### src/rtl/dmem_arbiter_pkg.sv
// Shared widths and FSM state encoding for the data-memory arbiter.
package dmem_arbiter_pkg;

  localparam int DEF_DATA_BUS_WIDTH    = 64;
  localparam int DEF_ADDRESS_BUS_WIDTH = 10;

  typedef enum logic [1:0] {
    ST_IDLE   = 2'd0,
    ST_ACCESS = 2'd1,
    ST_WAIT   = 2'd2
  } arbState_t;

endpackage

### src/rtl/dmem_arbiter_pick.sv
// Combinational winner select for the data-memory arbiter.
// Macro DMEM_ARB_RR_EN selects round-robin; otherwise port 0 has fixed priority.
module dmem_arb_pick (
  input  logic [1:0] i_elig,
  input  logic       i_lastGnt,
  output logic       o_valid,
  output logic       o_gnt
);

  assign o_valid = |i_elig;

`ifdef DMEM_ARB_RR_EN
  // Contention goes to whichever port did not win last time.
  always_comb begin
    o_gnt = ~i_elig[0];
    if (i_elig == 2'b11) begin
      o_gnt = ~i_lastGnt;
    end
  end
`else
  logic w_unusedLastGnt;
  assign w_unusedLastGnt = i_lastGnt;

  always_comb begin
    o_gnt = ~i_elig[0];
  end
`endif

endmodule

### src/rtl/dmem_arbiter.sv
// Serialises CPU (port 0) and host loader (port 1) accesses onto one data_ram port.
// Arbitration mode is chosen by macro DMEM_ARB_RR_EN (see dmem_arb_pick).
module dmem_arbiter
  import dmem_arbiter_pkg::*;
#(
  parameter int DATA_BUS_WIDTH    = DEF_DATA_BUS_WIDTH,
  parameter int ADDRESS_BUS_WIDTH = DEF_ADDRESS_BUS_WIDTH
) (
  input  logic                         clk,
  input  logic                         reset,
  input  logic                         req0,
  input  logic                         req1,
  input  logic                         we0,
  input  logic                         we1,
  input  logic [ADDRESS_BUS_WIDTH-1:0] addr0,
  input  logic [ADDRESS_BUS_WIDTH-1:0] addr1,
  input  logic [DATA_BUS_WIDTH-1:0]    wdata0,
  input  logic [DATA_BUS_WIDTH-1:0]    wdata1,
  output logic                         ack0,
  output logic                         ack1,
  output logic [DATA_BUS_WIDTH-1:0]    rdata0,
  output logic [DATA_BUS_WIDTH-1:0]    rdata1,
  output logic                         busy,
  output logic                         mem_cs,
  output logic                         mem_read,
  output logic                         mem_write,
  output logic [ADDRESS_BUS_WIDTH-1:0] mem_addr,
  output logic [DATA_BUS_WIDTH-1:0]    mem_wdata,
  input  logic [DATA_BUS_WIDTH-1:0]    mem_rdata
);

  arbState_t r_state;
  arbState_t w_nextState;

  logic                         r_gnt;
  logic                         r_we;
  logic [ADDRESS_BUS_WIDTH-1:0] r_addr;
  logic [DATA_BUS_WIDTH-1:0]    r_wdata;
  logic                         r_lastGnt;
  logic                         r_ack0;
  logic                         r_ack1;
  logic [DATA_BUS_WIDTH-1:0]    r_rdata0;
  logic [DATA_BUS_WIDTH-1:0]    r_rdata1;
  logic                         r_memCs;
  logic                         r_memRead;
  logic                         r_memWrite;

  logic w_elig0;
  logic w_elig1;
  logic w_pickValid;
  logic w_pickGnt;
  logic w_grant;
  logic w_finish;
  logic w_pickWe;

  // A requester still showing req during its own ack cycle is not a new request.
  assign w_elig0  = req0 & ~r_ack0;
  assign w_elig1  = req1 & ~r_ack1;
  assign w_pickWe = w_pickGnt ? we1 : we0;

  dmem_arb_pick u_pick (
    .i_elig    ({w_elig1, w_elig0}),
    .i_lastGnt (r_lastGnt),
    .o_valid   (w_pickValid),
    .o_gnt     (w_pickGnt)
  );

  always_ff @(posedge clk) begin
    if (reset) begin
      r_state <= ST_IDLE;
    end else begin
      r_state <= w_nextState;
    end
  end

  always_comb begin
    w_nextState = r_state;
    w_grant     = 1'b0;
    w_finish    = 1'b0;
    case (r_state)
      ST_IDLE: begin
        if (w_pickValid) begin
          w_nextState = ST_ACCESS;
          w_grant     = 1'b1;
        end
      end
      ST_ACCESS: w_nextState = ST_WAIT;
      ST_WAIT: begin
        w_nextState = ST_IDLE;
        w_finish    = 1'b1;
      end
      default: w_nextState = ST_IDLE;
    endcase
  end

  // Strobes are registered so they sit high for exactly the ACCESS cycle.
  always_ff @(posedge clk) begin
    if (reset) begin
      r_gnt      <= 1'b0;
      r_we       <= 1'b0;
      r_addr     <= '0;
      r_wdata    <= '0;
      r_lastGnt  <= 1'b1;
      r_ack0     <= 1'b0;
      r_ack1     <= 1'b0;
      r_rdata0   <= '0;
      r_rdata1   <= '0;
      r_memCs    <= 1'b0;
      r_memRead  <= 1'b0;
      r_memWrite <= 1'b0;
    end else begin
      r_ack0 <= 1'b0;
      r_ack1 <= 1'b0;
      if (w_grant) begin
        r_gnt      <= w_pickGnt;
        r_we       <= w_pickWe;
        r_addr     <= w_pickGnt ? addr1 : addr0;
        r_wdata    <= w_pickGnt ? wdata1 : wdata0;
        r_lastGnt  <= w_pickGnt;
        r_memCs    <= 1'b1;
        r_memRead  <= ~w_pickWe;
        r_memWrite <= w_pickWe;
      end
      if (r_state == ST_ACCESS) begin
        r_memCs    <= 1'b0;
        r_memRead  <= 1'b0;
        r_memWrite <= 1'b0;
      end
      if (w_finish) begin
        if (r_gnt) begin
          r_ack1 <= 1'b1;
          if (!r_we) r_rdata1 <= mem_rdata;
        end else begin
          r_ack0 <= 1'b1;
          if (!r_we) r_rdata0 <= mem_rdata;
        end
      end
    end
  end

  assign ack0      = r_ack0;
  assign ack1      = r_ack1;
  assign rdata0    = r_rdata0;
  assign rdata1    = r_rdata1;
  assign busy      = (r_state != ST_IDLE);
  assign mem_cs    = r_memCs;
  assign mem_read  = r_memRead;
  assign mem_write = r_memWrite;
  assign mem_addr  = r_addr;
  assign mem_wdata = r_wdata;

endmodule
### config.mk
export PLATFORM = sky130hd
export DESIGN_NAME = dmem_arbiter
export DESIGN_NICKNAME = d
export VERILOG_FILES = /design/src/rtl/dmem_arbiter_pkg.sv /design/src/rtl/dmem_arbiter_pick.sv /design/src/rtl/dmem_arbiter.sv
export SDC_FILE = /design/constraint.sdc
export NUM_CORES = 1
export LEC_CHECK = 0
export BUFFER_PORTS_ARGS = -buffer_cell sky130_fd_sc_hd__buf_4
export CELL_PAD_IN_SITES_DETAIL_PLACEMENT = 0
export CELL_PAD_IN_SITES_GLOBAL_PLACEMENT = 1
export CORE_MARGIN = 10
export CORE_UTILIZATION = 32
export CTS_CLUSTER_SIZE = 28
export DETAILED_ROUTE_END_ITERATION = 8
export GPL_TIMING_DRIVEN = 0
export PLACE_DENSITY_LB_ADDON = 0.15
export SETUP_SLACK_MARGIN = 0.5
export SLEW_MARGIN = 5
export SYNTH_ARGS = -nofsm -noshare
export SYNTH_HDL_FRONTEND = slang
export SYNTH_SLANG_ARGS = --single-unit
### constraint.sdc
create_clock -name clk -period 1.5 [get_ports clk]
set_clock_uncertainty 0.05 [all_clocks]
set_input_delay 0.075 -clock clk [delete_from_list [all_inputs] [get_ports clk]]
set_output_delay 0.075 -clock clk [all_outputs]
set_load 0.05 [all_outputs]
# ---- After elaboration in Yosys (flattened, before gate mapping)
# Cells that the tools add are included.
dict set report totals {
  register_bits 211
  in_bits 218
  word_cells 41
}
dict set report op_classes {
  eq_ne 3
  n_mux 10
  bitwise 9
  n_reduce_logical 7
}
# op count
set op_table {}
lappend op_table {{64-bit 2-to-1 mux} 1}
lappend op_table {{10-bit 2-to-1 mux} 1}
lappend op_table {{1-bit NOT} 7}
lappend op_table {{1-bit 2-to-1 mux} 6}
lappend op_table {{3-bit AND reduction} 2}
lappend op_table {{2-bit OR reduction} 3}
lappend op_table {{2-bit case mux with 2 select lines} 1}
lappend op_table {{1-bit bitwise AND} 2}
lappend op_table {{2-bit by 1-bit == test with 1-bit output (second input constant)} 1}
lappend op_table {{2-bit == test (second input constant)} 1}
lappend op_table {{2-bit logical NOT} 1}
lappend op_table {{2-bit 2-to-1 mux} 1}
lappend op_table {{2-bit by 1-bit inequality test with 1-bit output (second input constant)} 1}
lappend op_table {{2-bit nonzero test} 1}

# ---- Logic depth before layout (Yosys ltp)
# Gate-level depths: netlist of the first run.
dict set report depth {
  depth_word 5
  mapped_depth 7
  mapped_depth_nobuf 4
}

# ---- By module
# A second synthesis of the first run with hierarchy kept.
dict set report hier_totals {
  cells_unflattened 928
  hier_area_um2 8034.0
}
# module instances cells_per_inst area_each_um2 seq_area_each_um2
set by_module_without_submodules {}
lappend by_module_without_submodules {dmem_arbiter 1 926 8023.9 4244.1}
lappend by_module_without_submodules {dmem_arb_pick 1 2 10.0 0.0}

# ---- Worst setup path before layout of the first run
# OpenSTA, ideal clock, no wires.
dict set report synth_timing {
  path_type {register -> register}
  from {reg r_ack0, in the netlist ack0}
  to {reg r_addr[6], in the netlist mem_addr[6]}
  setup_time_ns 0.089
  arrival_time_ns 1.604
  setup_slack_ns -0.242
  stages_incl_launch_ff 6
  path_buffers 2
  synth_period_minus_slack_ns 1.742
  path_cell_list {dfxtp_1 -> nand2b_1 -> buf_2 -> clkbuf_1 -> nand2_1 -> a311oi_2}
}
dict set report synth_between {
  elab_chain_cells 5
}
# element line
set synth_lines {}
lappend synth_lines {{from (decl)} dmem_arbiter.sv:40} ;# logic r_ack0;
lappend synth_lines {{from (signal assigned)} dmem_arbiter.sv:104} ;# r_ack0 <= 1'b0;
lappend synth_lines {{from (signal assigned)} dmem_arbiter.sv:112} ;# r_ack0 <= 1'b0;
lappend synth_lines {{from (signal assigned)} dmem_arbiter.sv:134} ;# r_ack0 <= 1'b1;
lappend synth_lines {{1-bit NOT (*)} dmem_arbiter.sv:57} ;# assign w_elig0 = req0 & ~r_ack0;
lappend synth_lines {{1-bit bitwise AND (*)} dmem_arbiter.sv:57}
lappend synth_lines {{2-bit OR reduction} dmem_arbiter_pick.sv:10} ;# assign o_valid = |i_elig;
lappend synth_lines {{1-bit 2-to-1 mux} dmem_arbiter.sv:82} ;# if (w_pickValid) begin
lappend synth_lines {{1-bit 2-to-1 mux} dmem_arbiter.sv:80} ;# case (r_state)
lappend synth_lines {{to (signal assigned)} dmem_arbiter.sv:117} ;# r_addr <= w_pickGnt ? addr1 : addr0;
lappend synth_lines {{to (decl)} dmem_arbiter.sv:37} ;# logic [ADDRESS_BUS_WIDTH-1:0] r_addr;
# Mark *: on every way between the ends. The rest lies on a longest branch, timed or not.
# A chain may end at the register's enable or synchronous reset.

# ---- Worst setup path in the final report of the first run
dict set report layout_timing {
  from {reg r_ack0, in the netlist ack0}
  to {reg r_wdata[62], in the netlist mem_wdata[62]}
}
dict set report layout_between {
  elab_chain_cells 5
}
# element line
set layout_lines {}
lappend layout_lines {{1-bit NOT (*)} dmem_arbiter.sv:57}
lappend layout_lines {{1-bit bitwise AND (*)} dmem_arbiter.sv:57}
lappend layout_lines {{2-bit OR reduction} dmem_arbiter_pick.sv:10}
lappend layout_lines {{1-bit 2-to-1 mux} dmem_arbiter.sv:82}
lappend layout_lines {{1-bit 2-to-1 mux} dmem_arbiter.sv:80}
lappend layout_lines {{to (signal assigned)} dmem_arbiter.sv:118} ;# r_wdata <= w_pickGnt ? wdata1 : wdata0;
lappend layout_lines {{to (decl)} dmem_arbiter.sv:38} ;# logic [DATA_BUS_WIDTH-1:0] r_wdata;
# Marks and branches as above.

==> impl_metrics.env, run 1 <==
export IMPL_outcome="complete, but fails checks"
export IMPL_violations="setup timing"
export IMPL_grt_max_degree=12
export IMPL_crit_path_top_delay_cell="dfxtp_4"
export IMPL_row_count=58
export IMPL_worst_pin_slew_ns=0.753
export IMPL_dieArea_um2=32900
export IMPL_cts_sinks=211
export IMPL_yosys_warnings=0
export IMPL_final_hold_violation_count=0
export IMPL_start_util=0.328
export IMPL_drt_initial_drc_count=433
export IMPL_critPathArrivalTime_ns=1.88
export IMPL_period_share=1.01
export IMPL_fillers=2157
export IMPL_drc_errors=0
export IMPL_drive_gt1_frac=0.444
export IMPL_yosysSeqAreaShare=0.508
export IMPL_hp_start="req1"
export IMPL_antenna_found_initial=4
export IMPL_tns_ns=-0.0133
export IMPL_ant_nets=0
export IMPL_period_needed_ns=1.51
export IMPL_reg2reg_from="ack0"
export IMPL_cp_max_fo=9
export IMPL_setup_slack_ns=-0.0133
export IMPL_critical_path_required_ns=1.86
export IMPL_grt_setup_unrepaired="true"
export IMPL_syn_inst=1006
export IMPL_yosysUniqueCellTypes=23
export IMPL_worstSetupPathType="register to register"
export IMPL_detail_route_wl_per_cell_um=19.1
export IMPL_finalSetupViolCount=1
export IMPL_reg2reg_depth=6
export IMPL_grt_usage=0.214
export IMPL_yosysMostFrequentCell="nand2_1"
export IMPL_synth_top_area_frac=0.508
export IMPL_synthFlopType="dfxtp_1"
export IMPL_grt_pass1_vias=9924
export IMPL_path_buf_inv=3
export IMPL_ys_async_sr_fraction=0
export IMPL_pwr_density_cell_nw_per_um2=1010
export IMPL_die_height_um=181
export IMPL_stdcell_area_um2=16400
export IMPL_irDropWorstVdd_uv=729
export IMPL_route_vias_total=9655
export IMPL_whs_endpoint="r_gnt"
export IMPL_synth_area_per_cell_um2=8.27
export IMPL_crit_chain="nor2b_1 > buf_4 > o21a_4 > buf_16 > buf_12 > a311oi_2"
export IMPL_cts_buffers=25
export IMPL_crit_family="compound AO/OA/AOI/OAI gates"
export IMPL_cts_clk_slew_worst_paths_ns=0.06
export IMPL_cts_root_buffer="clkbuf_16"
export IMPL_hold_depth=4
export IMPL_max_freq_ghz=0.661
export IMPL_r2r_end="mem_wdata[62]"
export IMPL_num_io_pins=426
export IMPL_nets=1912
export IMPL_hold_path_class="input port to register"
export IMPL_hold_ws_ns=0.0101
export IMPL_leakagePower_nw=6.97
export IMPL_r2r_slack_ns=-0.01
export IMPL_synth_edf_count=0
export IMPL_area_delta_synth_final_pct=96.9
export IMPL_grt_pass1_wl_um=57100
export IMPL_synth_area_leader_cell="dfxtp_1"
export IMPL_syn_num_nets=1224
export IMPL_slew_violations=0
export IMPL_grt_ovfl_total=0
export IMPL_routabilityCongestion=0.807
export IMPL_yosys_top_cells_count="nand2_1, dfxtp_1, a21oi_1"
export IMPL_slowest_delay_ns=0.34
export IMPL_drt_total_wl_um=39000
export IMPL_dr_pass1_iters=4
export IMPL_vias_per_cell=4.72
export IMPL_maxCapViolCount=0
export IMPL_cts_tree="yes"
export IMPL_dp_hpwl_um=27500
export IMPL_syn_area_um2=8320
export IMPL_synth_top_cells_by_area="dfxtp_1, nand2_1, a311oi_2"
export IMPL_slew_headroom=0.498
export IMPL_numPortBuffers=424
export IMPL_ctsHtreeMaxLevel=1
export IMPL_clock_latency_ns=0.51
export IMPL_place_inst=1760
export IMPL_coreArea_um2=25400
export IMPL_clockBufferDepth=3
export IMPL_finalNonFillerCells=2044
export IMPL_crit_path_end_kind="register"
export IMPL_cp_start_kind="register"
export IMPL_synth_seq_cells=211
export IMPL_fp_dieW_um=181
export IMPL_placed_area_um2=12100
layout make-up:
cell class	count	area, um^2	share of cell area
diodes	4	10.0	0.000611
plain buffers	84	877	0.0535
clock buffers	40	752	0.0459
clock inverters	3	15.0	0.000917
inverters	1	3.75	0.000229
multi-input cells	710	4250	0.259
flip-flops and latches	211	4240	0.259
well taps	330	413	0.0252
repair buffers	661	5830	0.356
layer usage:
layer	track usage	wire length [um]	part of all wire
met5	0	0	0
met4	0.0667	1020	0.026
met3	0.0707	3330	0.085
met2	0.376	19600	0.50
met1	0.240	15100	0.39
flip-flops by register name, summed over array words and instances, names as in the netlist:
signal and count:
ack0 1, mem_write 1, r_gnt 1, mem_wdata 64, r_state 2, mem_read 1
rdata0 64, r_we 1, ack1 1, mem_addr 10, mem_cs 1, rdata1 64
cell usage in the layout, fill, tap and decap left out, drive strengths merged:
cell type	Yosys	final
a211oi	1	1
inv	1	1
clkinv	0	3
o21a	1	1
nor2b	4	4
buf	44	484
nand3	1	1
a21oi	130	130
and3	1	1
nor4b	1	1
nor3	2	2
nand2b	5	5
a311oi	74	74
nor4bb	1	1
clkbuf	40	87
dlygate4sd3	0	214
diode	0	4
nor2	80	80
and2	1	1
nor3b	1	1
nand2	407	407
dfxtp	211	211
worst max path at each step:
stage / startpoint / end / depth (start not counted)
finish: ack0 / mem_wdata[62] / 6
global route: ack0 / mem_wdata[62] / 7
CTS: r_state[1] / rdata1[10] / 6
detailed placement: reset / rdata0[50] / 4
global placement: reset / rdata0[53] / 4
floorplan: ack0 / mem_wdata[10] / 6
metrics by stage:
stage / setup slack [ns] / total power, mW / utilization
finish: -0.0133 / 16.6 / 0.645
detailed placement: -0.195 / 9.93 / 0.477
global placement: -0.148 / 9.91 / 0.477
floorplan: 0.0852 / 8.53 / -
CTS: 0.0303 / 16.3 / 0.605
global route: -0.0893 / 17.2 / 0.645
repair_timing:
item	in CTS	in global routing
cloned	2	16
hold buffers	214	0
endpoints found under the hold margin	206	0
setup buffers	4	1
gates resized for setup	80	180
pin swaps	5	42
setup endpoints to repair	416	416
where the power goes:
| part | switching, mW | internal (mW) |
|---|---|---|
| registers | 0.229 | 5.94 |
| clock network | 2.33 | 3.40 |
| logic | 2.64 | 2.04 |
| total | 5.20 | 11.4 |
worst min-delay path, stage by stage:
cell	delay (ns)
buf_4	0.10
nor2b_1	0.14
a21oi_1	0.15
a211oi_1	0.06
cell families after synthesis:
logic type / Yosys count / share of synthesized area
AO/OA/AOI/OAI: 206 / 0.207
buffers and inverters: 85 / 0.0514
AND/OR/NAND/NOR: 504 / 0.233
flip-flops: 211 / 0.508
Power figures use the tool's default switching activity.
==> run 2, diff against run 1 <==
Settings changed: MAX_ROUTING_LAYER from default to met4, SLEW_MARGIN 5 to default, SYNTH_HIERARCHICAL from default to 1.
==> impl_metrics.env, run 2 <==
export IMPL_dieArea_um2=31700
export IMPL_num_io_pins=426
export IMPL_numPortBuffers=425
export IMPL_period_needed_ns=1.68
export IMPL_setup_slack_ns=-0.181
export IMPL_route_vias_total=9336
export IMPL_syn_area_um2=8010
export IMPL_drt_initial_drc_count=402
export IMPL_power_frac_clock=0.357
export IMPL_pwr_density_cell_nw_per_um2=1030
export IMPL_intPower_mw=11.9
export IMPL_clock_latency_ns=0.51
export IMPL_hold_path_class="input port to register"
export IMPL_cts_tree="yes"
export IMPL_row_count=57
export IMPL_finalNonFillerCells=1978
export IMPL_critical_path_required_ns=1.86
export IMPL_pwr_share_comb=0.280
export IMPL_drc_errors=0
export IMPL_grt_max_degree=13
export IMPL_max_freq_ghz=0.595
export IMPL_cts_clk_slew_worst_paths_ns=0.06
export IMPL_drt_total_wl_um=38400
export IMPL_place_inst=1674
export IMPL_slew_headroom=0.482
export IMPL_worst_pin_slew_ns=0.777
export IMPL_finalSetupViolCount=161
export IMPL_outcome="complete, but fails checks"
export IMPL_place_ws_ns=-0.338
export IMPL_vias_per_cell=4.72
export IMPL_grt_pass1_wl_um=54900
export IMPL_slew_violations=0
export IMPL_reg2reg_from="ack0"
export IMPL_coreArea_um2=24500
export IMPL_layout_common_cells="buf_4, nand2_1, dlygate4sd3_1"
export IMPL_switchingPower_mw=5.19
export IMPL_syn_inst=925
export IMPL_hp_start="reset"
export IMPL_critPathArrivalTime_ns=2.04
export IMPL_clockBufferDepth=3
export IMPL_worstSetupPathType="register to register"
export IMPL_routabilityCongestion=0.776
export IMPL_detail_route_wl_per_cell_um=19.4
export IMPL_yosys_warnings=6
export IMPL_crit_start="ack0"
export IMPL_leakagePower_nw=7.19
export IMPL_multi_input_area_um2=3990
export IMPL_cts_sinks=211
export IMPL_final_hold_violation_count=0
export IMPL_cts_root_buffer="clkbuf_16"
export IMPL_grt_pass1_vias=9598
export IMPL_mostFrequentLayoutCell="buf_4"
export IMPL_area_delta_synth_final_pct=107
export IMPL_cp_max_fo=10
export IMPL_fillers=1917
export IMPL_grt_ovfl_total=0
export IMPL_ant_nets=0
export IMPL_die_height_um=178
export IMPL_start_util=0.327
export IMPL_period_share=1.12
export IMPL_crit_path_end_kind="register"
export IMPL_dr_pass1_iters=5
export IMPL_ctsHtreeMaxLevel=1
export IMPL_grt_usage=0.224
export IMPL_power_mw=17.0
export IMPL_fp_dieW_um=178
export IMPL_cts_buffers=24
export IMPL_irDropWorstVdd_uv=668
export IMPL_p_seq_frac=0.363
export IMPL_grt_setup_unrepaired="true"
export IMPL_violations="setup timing"
export IMPL_maxCapViolCount=0
export IMPL_regArea_um2=4270
export IMPL_dp_hpwl_um=25900
export IMPL_nets=1850
export IMPL_syn_num_nets=1143
export IMPL_antenna_found_initial=3
export IMPL_swShare=0.304
export IMPL_cp_start_kind="register"
export IMPL_drive_gt1_frac=0.445
export IMPL_synth_area_per_cell_um2=8.65
==> run 2: changes by cell type in the layout (fill, tap and decap cells not counted), moves of 14 or more <==
cell and delta:
a21oi_2 -21, nor2_1 +30, a21oi_1 +20, nor2_2 -32
a311oi_2 -70, a211oi_2 +55, nand2_4 -14, a211oi_1 +18
dfxtp_1 -21, nand2_1 -143, dfxtp_2 +17, mux2i_1 +72
buf_8 +19, buf_4 -19
==> run 2: power groups by stage <==
stage                     Sequential [mW]  Clock (mW)  Combinational [mW]
after floorplan                      7.34           0                1.03
after global placement               6.22           0                3.51
after detailed placement             6.24           0                3.52
after CTS                            6.12        6.19                4.27
after global routing                 6.22        6.44                5.02
final                                6.18        6.08                4.78
==> run 2: critical path, cell delays in order (launching register included) <==
cell and delay, ns:
dfxtp_4 0.35, nor2b_4 0.04, or2_1 0.24, nor3b_4 0.17, buf_6 0.14, buf_12 0.12, buf_16 0.14, buf_12 0.15
a211oi_2 0.18
==> run 2: final timing paths <==
| check | slack (ns) | endpoint | cells after the start |
|---|---|---|---|
| worst max register to register | -0.18 | mem_wdata[31] | 8 |
| worst min-delay path | 0.01 | ack1 | 3 |
| worst min register to register | 0.40 | rdata0[35] | 2 |
| worst max-delay path | -0.18 | mem_wdata[31] | 8 |
==> run 2: repair_timing <==
item | CTS | global route
pin swaps | 9 | 34
hold buffers | 214 | 0
gates resized for setup | 76 | 223
endpoints found under the hold margin | 206 | 0
cloned | 9 | 16
setup buffers | 8 | 9
endpoints found under the setup margin | 416 | 419
==> run 2: final cells by class <==
type | instances | share of cell area
diodes | 4 | 0.000603
plain buffers | 78 | 0.0470
clock buffers | 39 | 0.0475
clock inverters | 5 | 0.00301
inverters | 1 | 0.000226
multi-input cells | 635 | 0.240
flip-flops and latches | 211 | 0.257
well taps | 324 | 0.0244
repair buffers | 681 | 0.380
==> run 2: through the flow <==
stage | util | area [um^2] | setup TNS (ns) | hold slack (ns)
finish | 0.679 | 16600 | -14.32 | 0.0140
global route | 0.679 | 16600 | -24.38 | 0.0434
CTS | 0.630 | 15400 | -13.78 | 0.00850
detailed placement | 0.484 | 11900 | -44.85 | 0.291
global placement | 0.484 | 11900 | -37.51 | 0.283
floorplan | - | 8260 | -3.79 | 0.161
==> run 2: routing by layer <==
layer | wire length (um) | track usage | share of wire
met4 | 1060 | 0.0636 | 0.028
met5 | 0 | - | 0
met2 | 19500 | 0.385 | 0.51
met3 | 3300 | 0.0626 | 0.086
met1 | 14600 | 0.250 | 0.38
